### src/rtl/i2c_target_regs.sv
// i2c_target_regs: I2C target with a pointer-addressed, auto-incrementing
// byte register file. There is no clock stretching. SDA is only ever pulled
// low; the pull is driven through sda_dir_o.
//
// Ports:
//   clk_i, rst_i        system clock, asynchronous active-high reset
//   scl_i, sda_i        raw bus pin levels
//   scl_o, scl_dir_o    constant 0 (SCL is never driven)
//   sda_o               constant 0 (open-drain pull-low value)
//   sda_dir_o           1 = pull SDA low, 0 = release
//   rd_addr_i/rd_data_o local combinational read port of the register file
//   wr_vld_o/wr_addr_o/wr_data_o
//                       one-cycle report of each byte written over I2C
//   busy_o              high from address match until STOP or a
//                       non-matching repeated START
module i2c_target_regs #(
    parameter logic [6:0]  SLV_ADDR = 7'h50,
    parameter int unsigned ADDR_W   = 4
) (
    input  logic              clk_i,
    input  logic              rst_i,
    input  logic              scl_i,
    input  logic              sda_i,
    output logic              scl_o,
    output logic              scl_dir_o,
    output logic              sda_o,
    output logic              sda_dir_o,
    input  logic [ADDR_W-1:0] rd_addr_i,
    output logic [7:0]        rd_data_o,
    output logic              wr_vld_o,
    output logic [ADDR_W-1:0] wr_addr_o,
    output logic [7:0]        wr_data_o,
    output logic              busy_o
);

    localparam int unsigned       NREG    = 2**ADDR_W;
    localparam logic [ADDR_W-1:0] PTR_ONE = 1;

    typedef enum logic [2:0] {
        S_IDLE, S_ADDR, S_ADDR_ACK, S_WR_PTR,
        S_WR_DATA, S_RD_BYTE, S_RD_ACK, S_HOLD
    } state_t;

    state_t            state, state_nx;
    logic [2:0]        scl_sync, sda_sync;
    logic              scl_cur, scl_prev, sda_cur, sda_prev;
    logic              start_det, stop_det, scl_rise, scl_fall;
    logic [7:0]        shift, rx_byte;
    logic [3:0]        bit_cnt;
    logic              rw;
    logic              addr_match;
    logic [ADDR_W-1:0] ptr;
    logic [7:0]        mem [NREG];

    assign scl_o     = 1'b0;
    assign scl_dir_o = 1'b0;
    assign sda_o     = 1'b0;
    assign rd_data_o = mem[rd_addr_i];

    // Two synchronizer stages plus one history stage for edge detection.
    always_ff @(posedge clk_i or posedge rst_i) begin
        if (rst_i) begin
            scl_sync <= '1;
            sda_sync <= '1;
        end else begin
            scl_sync <= {scl_sync[1:0], scl_i};
            sda_sync <= {sda_sync[1:0], sda_i};
        end
    end

    assign scl_cur    = scl_sync[1];
    assign scl_prev   = scl_sync[2];
    assign sda_cur    = sda_sync[1];
    assign sda_prev   = sda_sync[2];
    assign start_det  = scl_cur & scl_prev & sda_prev & ~sda_cur;
    assign stop_det   = scl_cur & scl_prev & ~sda_prev & sda_cur;
    assign scl_rise   = scl_cur & ~scl_prev;
    assign scl_fall   = ~scl_cur & scl_prev;
    assign rx_byte    = {shift[6:0], sda_cur};
    assign addr_match = (rx_byte[7:1] == SLV_ADDR);

    always_ff @(posedge clk_i or posedge rst_i) begin
        if (rst_i) state <= S_IDLE;
        else       state <= state_nx;
    end

    always_comb begin
        state_nx = state;
        if (start_det) begin
            state_nx = S_ADDR;
        end else if (stop_det) begin
            state_nx = S_IDLE;
        end else begin
            case (state)
                S_ADDR:     if (scl_rise && bit_cnt == 4'd7)
                                state_nx = addr_match ? S_ADDR_ACK : S_HOLD;
                S_ADDR_ACK: if (scl_fall && bit_cnt == 4'd9)
                                state_nx = rw ? S_RD_BYTE : S_WR_PTR;
                S_WR_PTR:   if (scl_fall && bit_cnt == 4'd9)
                                state_nx = S_WR_DATA;
                S_RD_BYTE:  if (scl_fall && bit_cnt == 4'd8)
                                state_nx = S_RD_ACK;
                S_RD_ACK:   if (scl_rise && sda_cur)
                                state_nx = S_HOLD;
                            else if (scl_fall && bit_cnt == 4'd9)
                                state_nx = S_RD_BYTE;
                default:    ;
            endcase
        end
    end

    // bit_cnt counts SCL rising edges in the current byte; 8 means data
    // complete (ACK bit pending), 9 means ACK bit clocked.
    always_ff @(posedge clk_i or posedge rst_i) begin
        if (rst_i) begin
            for (int unsigned i = 0; i < NREG; i++) mem[i] <= '0;
            ptr       <= '0;
            shift     <= '0;
            bit_cnt   <= '0;
            rw        <= 1'b0;
            sda_dir_o <= 1'b0;
            wr_vld_o  <= 1'b0;
            wr_addr_o <= '0;
            wr_data_o <= '0;
            busy_o    <= 1'b0;
        end else begin
            wr_vld_o <= 1'b0;
            if (start_det) begin
                bit_cnt   <= '0;
                sda_dir_o <= 1'b0;
            end else if (stop_det) begin
                bit_cnt   <= '0;
                sda_dir_o <= 1'b0;
                busy_o    <= 1'b0;
            end else begin
                case (state)
                    S_ADDR: begin
                        if (scl_rise) begin
                            shift   <= rx_byte;
                            bit_cnt <= bit_cnt + 4'd1;
                            if (bit_cnt == 4'd7) begin
                                busy_o <= addr_match;
                                rw     <= sda_cur;
                            end
                        end
                    end
                    S_ADDR_ACK, S_WR_PTR, S_WR_DATA: begin
                        if (scl_rise) begin
                            bit_cnt <= bit_cnt + 4'd1;
                            if (bit_cnt < 4'd8) shift <= rx_byte;
                            if (bit_cnt == 4'd7 && state == S_WR_PTR)
                                ptr <= rx_byte[ADDR_W-1:0];
                            if (bit_cnt == 4'd7 && state == S_WR_DATA) begin
                                mem[ptr]  <= rx_byte;
                                wr_vld_o  <= 1'b1;
                                wr_addr_o <= ptr;
                                wr_data_o <= rx_byte;
                                ptr       <= ptr + PTR_ONE;
                            end
                        end else if (scl_fall) begin
                            if (bit_cnt == 4'd8) begin
                                sda_dir_o <= 1'b1;
                            end else if (bit_cnt == 4'd9) begin
                                bit_cnt <= '0;
                                if (state == S_ADDR_ACK && rw) begin
                                    shift     <= mem[ptr];
                                    sda_dir_o <= ~mem[ptr][7];
                                    ptr       <= ptr + PTR_ONE;
                                end else begin
                                    sda_dir_o <= 1'b0;
                                end
                            end
                        end
                    end
                    S_RD_BYTE: begin
                        if (scl_rise) begin
                            bit_cnt <= bit_cnt + 4'd1;
                        end else if (scl_fall) begin
                            if (bit_cnt == 4'd8) begin
                                sda_dir_o <= 1'b0;
                                bit_cnt   <= '0;
                            end else begin
                                shift     <= {shift[6:0], 1'b0};
                                sda_dir_o <= ~shift[6];
                            end
                        end
                    end
                    S_RD_ACK: begin
                        if (scl_rise && !sda_cur) begin
                            bit_cnt <= 4'd9;
                        end else if (scl_fall && bit_cnt == 4'd9) begin
                            shift     <= mem[ptr];
                            sda_dir_o <= ~mem[ptr][7];
                            ptr       <= ptr + PTR_ONE;
                            bit_cnt   <= '0;
                        end
                    end
                    default: sda_dir_o <= 1'b0;
                endcase
            end
        end
    end

endmodule

### config.mk
export PLATFORM = sky130hd
export DESIGN_NAME = i2c_target_regs
export DESIGN_NICKNAME = d
export VERILOG_FILES = /design/src/rtl/i2c_target_regs.sv
export SDC_FILE = /design/constraint.sdc
export NUM_CORES = 1
export LEC_CHECK = 0
export CORE_UTILIZATION = 49
export CTS_BUF_LIST = sky130_fd_sc_hd__clkbuf_8
export DETAILED_ROUTE_END_ITERATION = 12
export PLACE_DENSITY = 0.63
export SYNTH_ARGS = -nofsm -noshare
export SYNTH_HDL_FRONTEND = slang
export SYNTH_SLANG_ARGS = --single-unit
### constraint.sdc
create_clock -name clk_i -period 7.3 [get_ports clk_i]
set_input_delay 1.095 -clock clk_i [delete_from_list [all_inputs] [get_ports clk_i]]
set_output_delay 1.095 -clock clk_i [all_outputs]
set_load 0.01 [all_outputs]
==> metrics <==
clk sinks 168; area grow syn2layout 7.96%; Mapped Cells 694; DR vias 6163; Gate power share 29.2%; Pint 1650 uW; Cell variety after synth 64; antenna violations before repair 0; TritonCTS clock tree yes; global-route wire length before repair 37100 microns; Detailed Route Iter0 Violations 590; # diodes 0; final instance area 0.0101 sq mm; number of synthesized flops with an enable pin 0; CP Launch Type primary input; Crit path depth 4; Setup Skew 0.0180 ns; grt ovf 0; top cells by area, synth dfrtp_1 43%, mux4_2 17%, mux2_1 17%; clk_lat worst skew 0.46 ns; Critical Path RT 6.20 ns; sequential cell area fraction in the yosys report 45.0%; Yosys Warn Count 0; drt total wl 23300 microns; final worst slack 2.70 ns; fin crit share 63.1%; most frequent CP cell mux4_2; Reg2Reg Depth 6; Synth Cell Area 0.00937 sq mm; Antenna Nets Post-Route 0; I/O Pins 34; P_sw 1010 uW; maximum number of pins on one net before global-route repair 106; Slew headroom 31.9%; sw frac 37.9%; post-CTS setup buffers 0; max incr delay on CP 0.76 ns; WHS Path Cells 0; final setup vio count 0; Setup TNS 0 ns; Starting Density 50.1%; drt first pass iters 7; die width 140 microns; main flop type after synthesis dfrtp_1; clk buf depth 2; Multi-input gate area 0.00479 sq mm; Max-Cap Viols 0; Worst-path clk slew 0.10 ns; number of global-route vias before repair 6292; FMAX 217 MHz; Remaining DRCs 0; Worst path slowest cell buf_2; Worst setup EP type output pin; FP Rows 50; crit path time final 4.60 ns; cell accounting for the most synthesized area dfrtp_1; via/cell ratio 6.65; critical setup path kind in2out; TritonCTS buffer count 17; Layout Nets 698; Hold Slack 0.348 ns; Post-synth ARST share 100%; Peak VDD IR 0.173 mV; DIE HEIGHT 140 microns; Lkg Pwr 0.00472 uW; Sequential Area 0.00421 sq mm; CP Data Arrival Time 3.51 ns; Syn Area/Cell 13.5 sq um; Worst Path Buf+Inv 2; Yosys reg bits 168; post-DR wirelength/cell 25.1 microns; GPL Wtd Cong 0.862; maximum fanout along the worst path 32; RSZ-0062 raised after global routing no; htree depth 4; fill count 1545; share of post-route cells with drive strength above 1 19.9%; All-Layer GR Usage 25.5%; status completed; Fin. Hold Viols 0; Worst Max-Slew Pin Slew 1.02 ns; placed instance area 0.00969 sq mm; IO buf count 30; post-detail-place hpwl 14900 microns; CTS root buf clkbuf_8; Clock power frac 26.4%; Pwr Density 263 mW/mm^2; die area 0.0197 sq mm; delay-heaviest family, CP buffers and inverters; Core ar. 0.0187 sq mm; crit path cell chain buf_2, mux4_2, mux4_2, clkdlybuf4s50_1; CTS Hold Buffers Added 0; Hold Crit Class reg2reg; Slew Viols, Final 0; Synth top area share 43.3%; Setup WS pre-CTS 2.67 ns; sequential share of power 44.4%; post-CTS sizing 0
[worst paths after layout]
check	slack [ns]	to	from
max	2.70	rd_data_o[4]	rd_addr_i[0]
min	0.35	sda_sync[1]$_DFF_PP1_	sda_sync[0]$_DFF_PP1_
max reg2reg	3.94	mem[70]$_DFFE_PP0P_	sda_sync[1]$_DFF_PP1_
min reg2reg	0.35	sda_sync[1]$_DFF_PP1_	sda_sync[0]$_DFF_PP1_
max in group asynchronous	4.62	mem[86]$_DFFE_PP0P_	rst_i
min in group asynchronous	1.22	wr_vld_o$_DFF_PP0_	rst_i
[state kept, by name, summed over array words and instances, names as in the netlist]
name       count
shift          7
scl_sync       3
rw             1
state          3
sda_dir_o      1
wr_data_o      8
ptr            4
bit_cnt        4
wr_addr_o      4
mem          128
busy_o         1
wr_vld_o       1
sda_sync       3
[layout by cell type, fill, tap and decap left out, types with 5 or more instances in the layout]
| cell type | n |
|---|---|
| and3_1 | 14 |
| nor3_1 | 5 |
| mux2_2 | 8 |
| dfstp_2 | 6 |
| nor2_1 | 21 |
| dfrtp_1 | 161 |
| nand2_1 | 27 |
| clkbuf_8 | 18 |
| o21ai_0 | 7 |
| mux2_1 | 140 |
| clkinvlp_4 | 6 |
| mux4_2 | 72 |
| clkdlybuf4s50_1 | 28 |
| nand2b_1 | 6 |
| nor2b_1 | 9 |
| buf_4 | 6 |
| inv_1 | 12 |
| ha_1 | 10 |
| nand3_1 | 9 |
| o221ai_1 | 5 |
| a21oi_1 | 15 |
| a221o_1 | 7 |
| nor4_1 | 6 |
| mux2i_1 | 7 |
[power by group through the flow]
stage               Sequential [uW]  Combinational (uW)  Clock, uW
global placement               1190                 749          0
CTS                            1180                 772        714
global route                   1200                 837        754
finish                         1180                 776        703
detailed placement             1200                 769          0
floorplan                      1030                 725          0
[layout make-up]
class | count | area share, %
Tap cell | 234 | 2.89
Sequential cell | 168 | 41.7
Timing Repair Buffer | 36 | 3.32
Inverter | 14 | 0.569
Multi-Input combinational cell | 443 | 47.4
Clock buffer | 18 | 2.45
Clock inverter | 14 | 1.72
[cells by family after synthesis]
logic type                 after synthesis  share of synthesized area [%]
adders and majority gates               10                           1.34
buffers and inverters                   85                           4.05
other                                    1                         0.0400
muxes                                  227                           35.8
DFF                                    168                           45.0
and+or+nand+nor                        125                           7.53
xor gates and xnor gates                 1                         0.0935
AOI/OAI and AO/OA                       77                           6.14
[per-layer routing]
layer	wire length (microns)	vias to the layer above	global-route usage, %	share of wire (%)
met5	0	-	0	0
met4	571	0	9.83	2.5
met3	1490	43	4.41	6.4
met2	11100	254	40.1	47
met1	10200	3243	35.5	44
li1	-	2623	-	-
[stage by stage]
stage	power (uW)	utilization [%]	std cells
finish	2660	54.1	927
global placement	1940	51.8	895
CTS	2660	54.1	927
floorplan	1750	-	696
detailed placement	1970	51.8	895
global route	2790	54.1	927
[worst reg2reg max path: stages, from the launching register on]
cell,delay (ns)
dfstp_2,0.84
xor2_1,0.16
and2_1,0.34
nor4_4,0.33
buf_4,0.39
and3_1,0.80
mux2_1,0.39
[synthesized netlist by cell type, types with 5 or more instances]
library cell,n
nand3_1,9
a221o_1,7
buf_1,11
clkbuf_1,30
o221ai_1,5
ha_1,10
nor2_1,21
mux2_2,8
and3_1,14
dfrtp_1,162
a21oi_1,15
nand2b_1,6
inv_1,12
buf_2,24
nor4_1,6
mux2i_1,7
o21ai_0,7
nor2b_1,9
mux4_2,72
nand2_1,27
dfstp_2,6
nor3_1,5
mux2_1,140
Note: power is estimated with default switching activity, not from simulation.
